--- config.mk ---
export PLATFORM = sky130hd
export DESIGN_NAME = comparator_seq_ctrl_flat
export DESIGN_NICKNAME = d
export VERILOG_FILES = /design/src/rtl/comparator_seq_ctrl_pkg.sv /design/src/rtl/comparator_seq_ctrl_if.sv /design/src/rtl/comparator_seq_ctrl_comparator8.sv /design/src/rtl/comparator_seq_ctrl.sv /design/src/flat_wrapper.sv
export SDC_FILE = /design/constraint.sdc
export NUM_CORES = 1
export LEC_CHECK = 0
export ABC_AREA = 1
export CAP_MARGIN = 20
export CORE_ASPECT_RATIO = 0.5
export CORE_UTILIZATION = 50
export DETAILED_ROUTE_END_ITERATION = 12
export PLACE_DENSITY = 0.79
export SLEW_MARGIN = 40
export SYNTH_ARGS = -nofsm -noshare
export SYNTH_HDL_FRONTEND = slang
export SYNTH_SLANG_ARGS = --single-unit
--- constraint.sdc ---
create_clock -name clk -period 4.3 [get_ports clk]
set_clock_uncertainty 0.1 [all_clocks]
set_input_delay 0.645 -clock clk [delete_from_list [all_inputs] [get_ports clk]]
set_output_delay 0.645 -clock clk [all_outputs]
set_load 0.1 [all_outputs]
--- src/rtl/comparator_seq_ctrl_pkg.sv ---
// Shared constants and types for the byte-serial magnitude comparator.
package comparator_seq_ctrl_pkg;

    localparam int BYTE_W = 8;

    localparam logic [1:0] ST_IDLE = 2'd0;
    localparam logic [1:0] ST_RUN  = 2'd1;
    localparam logic [1:0] ST_DONE = 2'd2;

    localparam logic [2:0] CASCADE_EQ = 3'b010;

    typedef struct packed {
        logic lt;
        logic et;
        logic gt;
    } cmp_res_t;

endpackage

--- src/rtl/comparator_seq_ctrl_if.sv ---
// Handshake and operand/result bundle between a requester and the comparator.
interface comparator_seq_ctrl_if
    import comparator_seq_ctrl_pkg::*;
#(
    parameter int NBYTES = 4
);
    localparam int W = BYTE_W * NBYTES;

    logic         start;
    logic [W-1:0] a_in;
    logic [W-1:0] b_in;
    logic         signed_in;
    logic         busy;
    logic         done;
    logic         lt;
    logic         et;
    logic         gt;

    modport master (
        output start, a_in, b_in, signed_in,
        input  busy, done, lt, et, gt
    );

    modport slave (
        input  start, a_in, b_in, signed_in,
        output busy, done, lt, et, gt
    );

endinterface

--- src/rtl/comparator_seq_ctrl_comparator8.sv ---
// 8-bit magnitude comparator; the cascade inputs decide the result when the bytes are equal.
module comparator8 (
    input  logic [7:0] a,
    input  logic [7:0] b,
    input  logic       l,
    input  logic       e,
    input  logic       g,
    output logic       lt,
    output logic       et,
    output logic       gt
);

    always_comb begin
        if (a > b) begin
            {lt, et, gt} = 3'b001;
        end else if (a < b) begin
            {lt, et, gt} = 3'b100;
        end else begin
            {lt, et, gt} = {l, e, g};
        end
    end

endmodule

--- src/rtl/comparator_seq_ctrl.sv ---
// Byte-serial wide comparator: LSB first through one comparator8, result carried in a cascade register.
module comparator_seq_ctrl
    import comparator_seq_ctrl_pkg::*;
#(
    parameter int NBYTES = 4
) (
    input  logic                  clk,
    input  logic                  rst,
    comparator_seq_ctrl_if.slave  bus
);

    localparam int              W        = BYTE_W * NBYTES;
    localparam int              IDX_W    = $clog2(NBYTES);
    localparam logic [IDX_W-1:0] LAST_IDX = IDX_W'(NBYTES - 1);

    logic [1:0]       state_q, state_d;
    logic [IDX_W-1:0] idx_q, idx_d;
    cmp_res_t         casc_q, casc_d;
    cmp_res_t         res_q, res_d;
    logic [W-1:0]     a_q, a_d;
    logic [W-1:0]     b_q, b_d;
    logic             sgn_q, sgn_d;

    logic             raw_lt, raw_et, raw_gt;
    cmp_res_t         byte_res;
    logic             last_byte;

    // The shadow operands shift right each RUN cycle, so the active byte is always at [7:0].
    comparator8 u_cmp8 (
        .a  (a_q[BYTE_W-1:0]),
        .b  (b_q[BYTE_W-1:0]),
        .l  (casc_q.lt),
        .e  (casc_q.et),
        .g  (casc_q.gt),
        .lt (raw_lt),
        .et (raw_et),
        .gt (raw_gt)
    );

    assign last_byte = (idx_q == LAST_IDX);

    always_comb begin
        byte_res = '{lt: raw_lt, et: raw_et, gt: raw_gt};
        if (last_byte && sgn_q && (a_q[BYTE_W-1] != b_q[BYTE_W-1])) begin
            byte_res = a_q[BYTE_W-1] ? cmp_res_t'(3'b100) : cmp_res_t'(3'b001);
        end
    end

    always_comb begin
        // NOTE: every signal gets a default here so no path leaves it unassigned and infers a latch.
        state_d = state_q;
        idx_d   = idx_q;
        casc_d  = casc_q;
        res_d   = res_q;
        a_d     = a_q;
        b_d     = b_q;
        sgn_d   = sgn_q;
        case (state_q)
            ST_IDLE: begin
                if (bus.start) begin
                    a_d     = bus.a_in;
                    b_d     = bus.b_in;
                    sgn_d   = bus.signed_in;
                    idx_d   = '0;
                    casc_d  = cmp_res_t'(CASCADE_EQ);
                    state_d = ST_RUN;
                end
            end
            ST_RUN: begin
                casc_d = byte_res;
                a_d    = a_q >> BYTE_W;
                b_d    = b_q >> BYTE_W;
                idx_d  = idx_q + 1'b1;
                if (last_byte) begin
                    res_d   = byte_res;
                    state_d = ST_DONE;
                end
            end
            ST_DONE: state_d = ST_IDLE;
            default: state_d = ST_IDLE;
        endcase
    end

    // NOTE: sequential state uses non-blocking assignments so every flop samples pre-edge values.
    always_ff @(posedge clk) begin
        if (rst) begin
            state_q <= ST_IDLE;
            idx_q   <= '0;
            casc_q  <= '0;
            res_q   <= '0;
        end else begin
            state_q <= state_d;
            idx_q   <= idx_d;
            casc_q  <= casc_d;
            res_q   <= res_d;
        end
    end

    // NOTE: the shadow datapath is deliberately not reset; it is always reloaded before it is read.
    always_ff @(posedge clk) begin
        a_q   <= a_d;
        b_q   <= b_d;
        sgn_q <= sgn_d;
    end

    assign bus.busy = (state_q == ST_RUN);
    assign bus.done = (state_q == ST_DONE);
    assign bus.lt   = res_q.lt;
    assign bus.et   = res_q.et;
    assign bus.gt   = res_q.gt;

endmodule

--- src/flat_wrapper.sv ---
// flat-port wrapper written by rule: the top's interface ports become plain ports
module comparator_seq_ctrl_flat import comparator_seq_ctrl_pkg::*;
#(
    parameter int NBYTES = 4
)
  (clk, rst, bus_start, bus_a_in, bus_b_in, bus_signed_in, bus_busy, bus_done, bus_lt, bus_et, bus_gt);
  comparator_seq_ctrl_if #(.NBYTES(NBYTES)) bus_i ();
  input  logic clk;
  input  logic rst;
  input wire logic [$bits(bus_i.start)-1:0] bus_start;
  input wire logic [$bits(bus_i.a_in)-1:0] bus_a_in;
  input wire logic [$bits(bus_i.b_in)-1:0] bus_b_in;
  input wire logic [$bits(bus_i.signed_in)-1:0] bus_signed_in;
  output wire logic [$bits(bus_i.busy)-1:0] bus_busy;
  output wire logic [$bits(bus_i.done)-1:0] bus_done;
  output wire logic [$bits(bus_i.lt)-1:0] bus_lt;
  output wire logic [$bits(bus_i.et)-1:0] bus_et;
  output wire logic [$bits(bus_i.gt)-1:0] bus_gt;
  assign bus_i.start = bus_start;
  assign bus_i.a_in = bus_a_in;
  assign bus_i.b_in = bus_b_in;
  assign bus_i.signed_in = bus_signed_in;
  assign bus_busy = bus_i.busy;
  assign bus_done = bus_i.done;
  assign bus_lt = bus_i.lt;
  assign bus_et = bus_i.et;
  assign bus_gt = bus_i.gt;
  comparator_seq_ctrl #(.NBYTES(NBYTES)) u_core (.clk(clk), .rst(rst), .bus(bus_i));
endmodule
[Word-level counts from Yosys, hierarchy flattened]
Index checks and enable logic that the tools add are counted.
Storage, ports and cells
  register bits: 75
  bits of input ports: 68
Operators by class
  $add $sub $neg: 1
  $lt $le $gt $ge: 2
  equal/unequal tests: 6
  multiplexer cells: 19
  reductions and logical operators: 8
Operator list (number)
  $pmux W32 S2: 2
  $mux W32: 2
  $mux W3: 3
  $gt A8 B8 Y1: 1
  $lt A8 B8 Y1: 1
  $pmux W2 S2: 2
  $reduce_and A2 Y1: 4
  $mux W1: 6
  $mux W2: 3
  $pmux W3 S2: 1
  $eq A2 B2 Y1 const B: 2
  $add A2 B1 Y2 const B: 1
  $eq A2 B1 Y1 const B: 1
  $logic_and A1 B1 Y1: 2
  $logic_not A2 Y1: 1
  $ne A2 B1 Y1 const B: 1
  $ne A2 B2 Y1 const B: 1
  $reduce_bool A2 Y1: 1
  $ne A1 B1 Y1: 1

[Depth between registers and ports, before layout]
Gate-level depths: netlist of run 1.
  word-level depth: 5
  gate-level depth with buffers: 14
  depth with buffers taken out: 14

[Hierarchy]
Synthesis of run 1 repeated with hierarchy kept, for this count alone.
Unflattened totals
  cells, all modules: 359
  area total of the unflattened synthesis: 3393.3 um^2
Modules (own cells, without submodules)
  comparator_seq_ctrl: instances 1, area an instance 3128.0 um^2, cells each 316
  comparator8: instances 1, area an instance 265.3 um^2, cells each 43

[Worst setup path before layout of run 1]
Ideal clock, no wire load.
  kind: input-to-reg
  start: input bus_start
  end: register u_core.a_q[0], enable pin
  buffers on the path: 0
  stages on the path: 4
  data required time: 3.780 ns
  library setup time: 0.420 ns
  path slack: 1.608 ns
  arrival: 2.172 ns
  path through: nand2_1 -> nor2_2 -> nor2_2 -> inv_1
On the way
  word-level cells in the longest chain between the ends: 2
Ends and longest elaborated chain
  start: declaration: RTL line flat_wrapper.sv:10  | input wire logic [$bits(bus_i.start)-1:0] bus_start;
  $ne A2 B2 Y1 (no line)
  $reduce_and A2 Y1 (no line)
  end signal: assignment: RTL line comparator_seq_ctrl.sv:101  | a_q <= a_d;
  end: declaration: RTL line comparator_seq_ctrl.sv:20  | logic [W-1:0] a_q, a_d;
Every way passes these cells.
A chain may end at the register's enable or synchronous reset.

[Worst setup path in the final report of run 1]
  start: register u_core.state_q[0]
  end: register u_core.res_q (netlist bit u_core.bus.gt)
On the way
  word-level cells in the longest chain between the ends: 2
Ends and longest elaborated chain
  start: declaration: RTL line comparator_seq_ctrl.sv:16  | logic [1:0] state_q, state_d;
  start signal: assignment: RTL line comparator_seq_ctrl.sv:92  | state_q <= state_d;
  $eq A2 B1 Y1: RTL line comparator_seq_ctrl.sv:58  | case (state_q)
  $reduce_and A2 Y1 (no line)
  end signal: assignment: RTL line comparator_seq_ctrl.sv:95  | res_q <= res_d;
  end: declaration: RTL line comparator_seq_ctrl.sv:19  | cmp_res_t res_q, res_d;
Every way passes these cells.

==> impl_metrics.ini, run 1 <==
[routing]
postRouteAntennaNets = 0
via_count = 2408
drt_iter0_drc = 223
post_drt_wl_per_cell_um = 12.61
dr.pass1.iters = 5
wirelength_mm = 6.479
viasPerCell = 4.685
drc = 0

[synth]
synth_ff_type = edfxtp_1
netlist_top_cells_area = edfxtp_1 57%, nand2_1 18%, dfxtp_1 5.9%
synth_most_common_cell = nand2_1
async_flop_share_pct = 0
yosysSeqAreaShare_pct = 63.24
yosysTopAreaCellShare_pct = 57.35
netlist_area_sq_um = 3403
yosys_warnings = 0
syn_inst = 349
synth_commonest_cells = 162 x nand2_1, 65 x edfxtp_1, 37 x inv_1
avgSynthCellArea_sq_um = 9.751
ys_types = 26
synth-edff-count = 65
synth_area_leader_cell = edfxtp_1
synth-seq-cells = 75
synth_fp_nets = 426

[die]
initial_core_util_pct = 53.97
die-area_sq_um = 7161
die_w_um = 118.7
num_rows = 20
ios = 73
die_h_um = 60.34
fp.coreArea_sq_um = 6306

[pwr]
max-vdd-ir-drop_uv = 224.8
p_sw_uw = 462.3
leakage_uw = 0.002013
clkPwrFrac_pct = 41.6
p_comb_share_pct = 13.3
p_int_uw = 1574
p_sw_share_pct = 22.70
p_seq_share_pct = 45.1
p_per_area_nw_per_um2 = 453.6

[critical_path]
cp-startpoint = u_core.state_q[0]$_SDFFE_PP0P_
crit_path_top_delay_cell = clkinv_2
crit_fanout = 71
rr_worst_depth = 8
max_stage_delay_ns = 0.74
crit_chain = inv_2 > nor2_8 > buf_4 > clkinv_2 > nor2_4 > inv_1 > o21bai_1 > inv_1
cp_data_arrival_time_ns = 2.87
worst-setup-path-type = reg -> reg
crit_required_ns = 4.43
reg2reg_from = u_core.state_q[0]$_SDFFE_PP0P_
end_kind = register
crit_top_cell = inv_1
r2r_slack_ns = 1.55
cp-start-kind = register

[grt]
gr-usage-all-layers_pct = 19.63
met2_usage_pct = 35.42
grt_use_met1_pct = 22.77
grt_max_degree = 72
first_global_vias = 2296
busiest_layer = met2
use_met3_pct = 6.673
globalRoute.totalOverflow = 0
grt_first_pass_wirelength_mm = 10.54
antenna_found_initial = 0

[min_path]
holdCritStartpoint = u_core.idx_q[0]$_SDFFE_PP0P_
worstHoldPathType = reg -> reg
hold_path_depth = 1

[placed_design]
dp_hpwl_mm = 4.262
routabilityCongestion = 0.7926
place_area_sq_um = 4149
portBuffers = 72

[timing]
finalMaxSlewViolations = 0
post-route-period-util_pct = 63.93
period_minus_slack_ns = 2.749
relSlewSlack_pct = 46.18
hold_viol_final = 0
setup_viol = 0
tightest_slew_ns = 0.8073
rsz0062_at_grt = no
finalSetupTns_ns = 0
fmax_mhz = 363.8

[flow_run]
drv_cap = 0

[finish]
fin_area_sq_um = 4489
antenna_cells = 0
nets = 499
drive_gt1_share_pct = 8.685
area_growth_pct = 31.91

[clock_tree]
clk_pin_slew_ns = 0.06
cts_num_sinks = 75
cts_buffers = 9
ctsHtreeMaxLevel = 3
clock_path_buffers = 2
clk_latency_ns = 0.33
cts-root-buf = clkbuf_16
cts_resized = 0
postCtsSetupBuffers = 0
cts_tree = yes
cts_hold_buf = 0

[outcome]
status = completed
## layer usage
metal | up-vias | part of all wire (%) | routed length [um]
li1 | 1246 | - | -
met1 | 1075 | 41 | 2688
met2 | 70 | 51 | 3298
met3 | 17 | 5.8 | 374
met4 | 0 | 1.8 | 117
met5 | - | 0 | 0
## placed cells by master (no fill, tap or decap), drive strengths merged, types with 2 or more instances in the layout
master / count
a21oi: 9
buf: 7
bufinv: 3
clkbuf: 9
clkdlybuf4s50: 67
clkinvlp: 2
dfxtp: 10
edfxtp: 65
ha: 9
inv: 39
nand2: 164
nand3: 2
nor2: 26
o21ai: 6
o21bai: 2
## cell type report
class	instances	area [sq um]
Clock buffer	9	225.2
Clock inverter	6	113.9
Fill cell	450	1817
Inverter	39	147.6
Multi-Input combinational cell	223	1030
Sequential cell	75	2152
Tap cell	88	110.1
Timing Repair Buffer	74	710.7
## cells by family after synthesis
group / after synthesis / synth area share (%)
AO/OA/AOI/OAI: 20 / 3.676
buffers and inverters: 51 / 6.507
adder cells (fa/ha/maj): 9 / 3.309
AND/OR/NAND/NOR: 194 / 23.27
flip-flops: 75 / 63.24
## state kept, by name (all words and copies together), names as in the netlist
name / count
u_core.casc_q: 3
u_core.bus.et: 1
u_core.a_q: 32
u_core.bus.gt: 1
u_core.state_q: 2
u_core.sgn_q: 1
u_core.idx_q: 2
u_core.bus.lt: 1
u_core.b_q: 32
## path summary, 6_finish.rpt
check | to
hold / removal | u_core.idx_q[0]$_SDFFE_PP0P_
setup reg to reg | u_core.bus.gt$_SDFFE_PP0P_
setup / recovery | u_core.bus.gt$_SDFFE_PP0P_
hold reg to reg | u_core.idx_q[0]$_SDFFE_PP0P_
## critical path: cells and delay by family, from the launching register on
kind	cells	cell delay (ns)
flip-flops	1	0.38
buffers and inverters	5	1.54
AND/OR/NAND/NOR	2	0.44
AO/OA/AOI/OAI	1	0.17
## through the flow
step           utilization (%)  total power, uW  hold slack [ns]  std cells  setup WS, ns
2_1_floorplan                -             1099           0.3321        349         1.608
3_3_place_gp             66.19             1188           0.3470        499         1.746
3_5_place_dp             65.79             1201           0.3613        499         1.686
4_1_cts                  71.17             2051           0.3720        514         1.798
5_1_grt                  71.19             2116           0.4003        514         1.249
6_report                 71.19             2036           0.3736        514         1.551
## power groups by stage
stage | combinational, uW | clock [uW] | sequential, uW
2_1_floorplan | 171 | 0 | 928
3_3_place_gp | 259 | 0 | 929
3_5_place_dp | 268 | 0 | 933
4_1_cts | 273 | 858 | 919
5_1_grt | 303 | 887 | 926
6_report | 271 | 847 | 919
(Power assumes the default switching activity.)
==> run 2: changes to the inputs <==
Settings changed: CORE_UTILIZATION 50 to 46, PLACE_DENSITY 0.79 to 0.76.
Clock period 4.3 ns to 2.5 ns, I/O delays scaled along.
==> impl_metrics.ini, run 2 (synthesis gave the netlist of run 1 again) <==
[placed_design]
place_area_sq_um = 4232
dp_hpwl_mm = 4.261
routabilityCongestion = 0.7309
portBuffers = 72

[outcome]
status = completed

[pwr]
clkPwrFrac_pct = 41.4
max-vdd-ir-drop_uv = 438.2
p_seq_share_pct = 44.9
p_int_uw = 2724
p_sw_uw = 789.5
leakage_uw = 0.002045
p_comb_share_pct = 13.7
p_per_area_nw_per_um2 = 768.6
p_sw_share_pct = 22.47

[finish]
mostFrequentLayoutCells = 162 x nand2_1, 67 x clkdlybuf4s50_1, 65 x edfxtp_1, 36 x inv_1, 21 x nor2_1
fin_area_sq_um = 4572
drive_gt1_share_pct = 9.091
area_growth_pct = 34.34
top_regs = u_core.a_q (32), u_core.b_q (32), u_core.casc_q (3)
antenna_cells = 0
nets = 501
final_common_cell = nand2_1

[routing]
dr.pass1.iters = 5
wirelength_mm = 6.208
drt_iter0_drc = 121
viasPerCell = 4.601
via_count = 2397
drc = 0
postRouteAntennaNets = 0
post_drt_wl_per_cell_um = 11.92

[critical_path]
crit_chain = inv_2 > nor2_8 > buf_12 > buf_12
crit_required_ns = 2.03
crit_buf_inv = 3
cp_data_arrival_time_ns = 1.48
crit_fanout = 65
crit_top_cell = buf_12
worst-setup-path-type = reg -> out
cp-start-kind = register
max_stage_delay_ns = 0.37
crit_family = buffers and inverters
end_kind = output pin
crit_path_top_delay_cell = dfxtp_1

[clock_tree]
clock_path_buffers = 2
cts_num_sinks = 75
clk_pin_slew_ns = 0.06
clk_latency_ns = 0.33
postCtsSetupBuffers = 0
cts_tree = yes
cts_hold_buf = 0
cts_resized = 0
cts_buffers = 9
cts-root-buf = clkbuf_16
ctsHtreeMaxLevel = 3

[timing]
period_minus_slack_ns = 1.956
tightest_slew_ns = 0.4580
relSlewSlack_pct = 69.47
rsz0062_at_grt = no
post-route-period-util_pct = 78.24
finalMaxSlewViolations = 0
finalSetupTns_ns = 0
setup_viol = 0
fmax_mhz = 511.3
hold_viol_final = 0

[die]
die_h_um = 62.82
num_rows = 21
ios = 73
die-area_sq_um = 7767
die_w_um = 123.6
initial_core_util_pct = 49.25
fp.coreArea_sq_um = 6910

[grt]
antenna_found_initial = 0
grt_max_degree = 66
gr-usage-all-layers_pct = 17.95
grt_first_pass_wirelength_mm = 10.33
globalRoute.totalOverflow = 0
first_global_vias = 2371

[flow_run]
drv_cap = 0

[min_path]
worstHoldPathType = reg -> reg
## run 2: changes by cell type in the layout (fill, tap and decap cells not counted), sizes merged
cell      previous run  this run
clkinv               1         2
clkinvlp             2         1
buf                  7         9
inv                 39        40
## run 2: worst paths after layout
| path | slack, ns | cells after the start | start | to |
|---|---|---|---|---|
| worst max-delay path | 0.54 | 4 | u_core.state_q[0]$_SDFFE_PP0P_ | bus_busy |
| worst min-delay path | 0.38 | 1 | u_core.idx_q[0]$_SDFFE_PP0P_ | u_core.idx_q[0]$_SDFFE_PP0P_ |
| worst max register to register | 0.71 | 10 | u_core.a_q[7]$_DFFE_PP_ | u_core.bus.lt$_SDFFE_PP0P_ |
| worst min register to register | 0.38 | 1 | u_core.idx_q[0]$_SDFFE_PP0P_ | u_core.idx_q[0]$_SDFFE_PP0P_ |
## run 2: per-stage QoR
step / setup slack [ns] / hold slack, ns / cells / total power [uW] / util, %
after floorplan: 0.02560 / 0.3321 / 349 / 1890 / -
after global placement: 0.5453 / 0.3540 / 505 / 2064 / 61.23
after detailed placement: 0.5081 / 0.3606 / 505 / 2085 / 61.23
after CTS: 0.5383 / 0.3685 / 521 / 3549 / 66.16
after global routing: 0.4539 / 0.3905 / 521 / 3660 / 66.16
final: 0.5441 / 0.3760 / 521 / 3514 / 66.16
## run 2: worst reg2reg max path, cell delays in order (launching register included)
cell and delay, ns:
edfxtp_1 0.41, ha_1 0.37, nand2_2 0.09, nor2_4 0.14
nand2_1 0.08, nand2_2 0.10, o21ai_2 0.06, nand2_1 0.05
nand2_1 0.07, o21bai_1 0.15, inv_1 0.06
## run 2: area by class of cell
class                      instances  area, sq um
clock buffer                       9        225.2
multi-input combinational        223         1030
tap                               92        115.1
clock inverter                     7        115.1
inverter                          39        146.4
timing repair buffer              76        788.3
fill                             541         2338
sequential                        75         2152
## run 2: power groups by stage
| stage | clock (uW) | combinational, uW | sequential, uW |
|---|---|---|---|
| finish | 1450 | 482 | 1580 |
| global route | 1530 | 541 | 1590 |
| CTS | 1480 | 488 | 1580 |
| detailed placement | 0 | 480 | 1600 |
| global placement | 0 | 465 | 1600 |
| floorplan | 0 | 294 | 1600 |
## run 2: routing by layer
metal / GRT usage (%) / wire [um] / vias up
li1: - / - / 1254
met1: 19.26 / 2559 / 1083
met2: 30.63 / 3222 / 51
met3: 7.664 / 324 / 9
met4: 7.982 / 100 / 0
met5: 0 / 0 / -
==> run 3: changes to the inputs <==
Settings changed: CORE_UTILIZATION 46 to 50, PLACE_DENSITY 0.76 to 0.79.
Clock period 2.5 ns to 2 ns, I/O delays scaled along.
==> impl_metrics.ini, run 3 (synthesis gave the netlist of run 1 again) <==
[grt]
antenna_found_initial = 0
grt_max_degree = 66
globalRoute.totalOverflow = 0
first_global_vias = 2281
gr-usage-all-layers_pct = 19.01
grt_first_pass_wirelength_mm = 10.05

[timing]
relSlewSlack_pct = 47.60
fmax_mhz = 532.4
finalSetupTns_ns = 0
finalMaxSlewViolations = 0
setup_viol = 0
period_minus_slack_ns = 1.878
worst_slack_ns = 0.1219
hold_viol_final = 0
rsz0062_at_grt = no
post-route-period-util_pct = 93.91
tightest_slew_ns = 0.7848

[pwr]
p_int_uw = 3062
p_sw_share_pct = 25.90
max-vdd-ir-drop_uv = 585.4
leakage_uw = 0.002019
p_sw_uw = 1070
p_per_area_nw_per_um2 = 910.5
p_seq_share_pct = 47.8
clkPwrFrac_pct = 37.4
p_comb_share_pct = 14.8

[outcome]
status = completed

[critical_path]
end_kind = output pin
reg2reg_from = u_core.a_q[7]$_DFFE_PP_
worst-setup-path-type = reg -> out
r2r-end = u_core.bus.lt$_SDFFE_PP0P_
crit_required_ns = 1.60
cp_data_arrival_time_ns = 1.48
r2r_slack_ns = 0.22
rr_worst_depth = 10
cp-start-kind = register
crit_fanout = 65

[clock_tree]
clock_path_buffers = 2
cts_buffers = 9
clk_pin_slew_ns = 0.06
postCtsSetupBuffers = 0
cts-root-buf = clkbuf_16
cts_num_sinks = 75
ctsHtreeMaxLevel = 3
cts_tree = yes
clk_latency_ns = 0.33

[placed_design]
routabilityCongestion = 0.8290
dp_hpwl_mm = 4.347
place_area_sq_um = 4239
portBuffers = 72
dpl.cell_count = 500
dp_slack_ns = 0.1610

[routing]
drt_iter0_drc = 192
postRouteAntennaNets = 0
post_drt_wl_per_cell_um = 12.21
dr.pass1.iters = 5
viasPerCell = 4.645
via_count = 2397
wirelength_mm = 6.299
drc = 0

[die]
ios = 73
initial_core_util_pct = 53.97
die_w_um = 118.7
num_rows = 20
die_h_um = 60.34
fp.coreArea_sq_um = 6306
die-area_sq_um = 7161

[min_path]
worstHoldPathType = reg -> reg
holdCritStartpoint = u_core.idx_q[0]$_SDFFE_PP0P_
hold_path_depth = 1
whs_endpoint = u_core.idx_q[0]$_SDFFE_PP0P_

[finish]
post-route-util_pct = 71.96
nets = 500
mostFrequentLayoutCells = 161 x nand2_1, 67 x clkdlybuf4s50_1, 65 x edfxtp_1, 35 x inv_1, 21 x nor2_1
num-fill-cells = 456
final_cells = 516
area_growth_pct = 33.35
top_regs = u_core.a_q (32), u_core.b_q (32), u_core.casc_q (3)
fin_area_sq_um = 4538
final_common_cell = nand2_1
antenna_cells = 0
drive_gt1_share_pct = 10.05

[flow_run]
drv_cap = 0
-- run 3: changes by cell type in the layout (fill, tap and decap cells not counted), sizes merged --
cell      previous run  this run
inv                 40        44
bufinv               3         0
clkinv               2         0
buf                  9         8
clkinvlp             1         2
-- run 3: metrics by stage --
| stage | hold slack [ns] | total power (uW) |
|---|---|---|
| finish | 0.3836 | 4132 |
| global route | 0.4065 | 4295 |
| CTS | 0.3785 | 4157 |
| detailed placement | 0.3621 | 2608 |
| global placement | 0.3468 | 2576 |
| floorplan | 0.2624 | 2364 |
-- run 3: how the worst max path moves through the flow --
stage                     slack [ns]                      startpoint  cells after the start                 endpoint
after floorplan                -0.08  u_core.state_q[1]$_SDFFE_PP0P_                      5  u_core.a_q[0]$_DFFE_PP_
after global placement          0.18                       bus_start                      6  u_core.b_q[8]$_DFFE_PP_
after detailed placement        0.16                       bus_start                      6  u_core.b_q[7]$_DFFE_PP_
after CTS                       0.05  u_core.state_q[0]$_SDFFE_PP0P_                      4                 bus_busy
after global routing            0.06  u_core.state_q[0]$_SDFFE_PP0P_                      4                 bus_busy
final                           0.12  u_core.state_q[0]$_SDFFE_PP0P_                      4                 bus_busy
-- run 3: worst max-delay path, cell delays in order (launching register included) --
cell and delay [ns]:
dfxtp_2 0.37, inv_2 0.07, nor2_8 0.18, buf_16 0.26
buf_12 0.21
-- run 3: power by group through the flow --
| stage | clock (uW) | sequential [uW] | combinational (uW) |
|---|---|---|---|
| after global placement | 0 | 2000 | 580 |
| after global routing | 1630 | 1990 | 679 |
| after detailed placement | 0 | 2000 | 603 |
| after floorplan | 0 | 1990 | 373 |
| after CTS | 1570 | 1970 | 611 |
| final | 1550 | 1970 | 611 |
-- run 3: timing repair --
item | 4_1_cts | 5_1_grt
gates resized for setup | 0 | 2
hold buffers | 0 | 0
hold endpoints to repair | 0 | 0
setup endpoints to repair | 0 | 1
-- run 3: area by class of cell --
type                       instances  area (sq um)  share of cell area (%)
clock buffer                       9         225.2                   4.963
clock inverter                     7         65.06                   1.434
tap                               88         110.1                   2.426
sequential                        75          2157                   47.53
timing repair buffer              75         788.3                   17.37
inverter                          39         150.1                   3.309
multi-input combinational        223          1042                   22.97
-- run 3: per-layer routing --
| metal | wire (um) | global-route usage [%] |
|---|---|---|
| met5 | 0 | 0 |
| met2 | 3278 | 35.17 |
| met1 | 2575 | 20.95 |
| met3 | 338 | 5.639 |
| met4 | 107 | 9.584 |
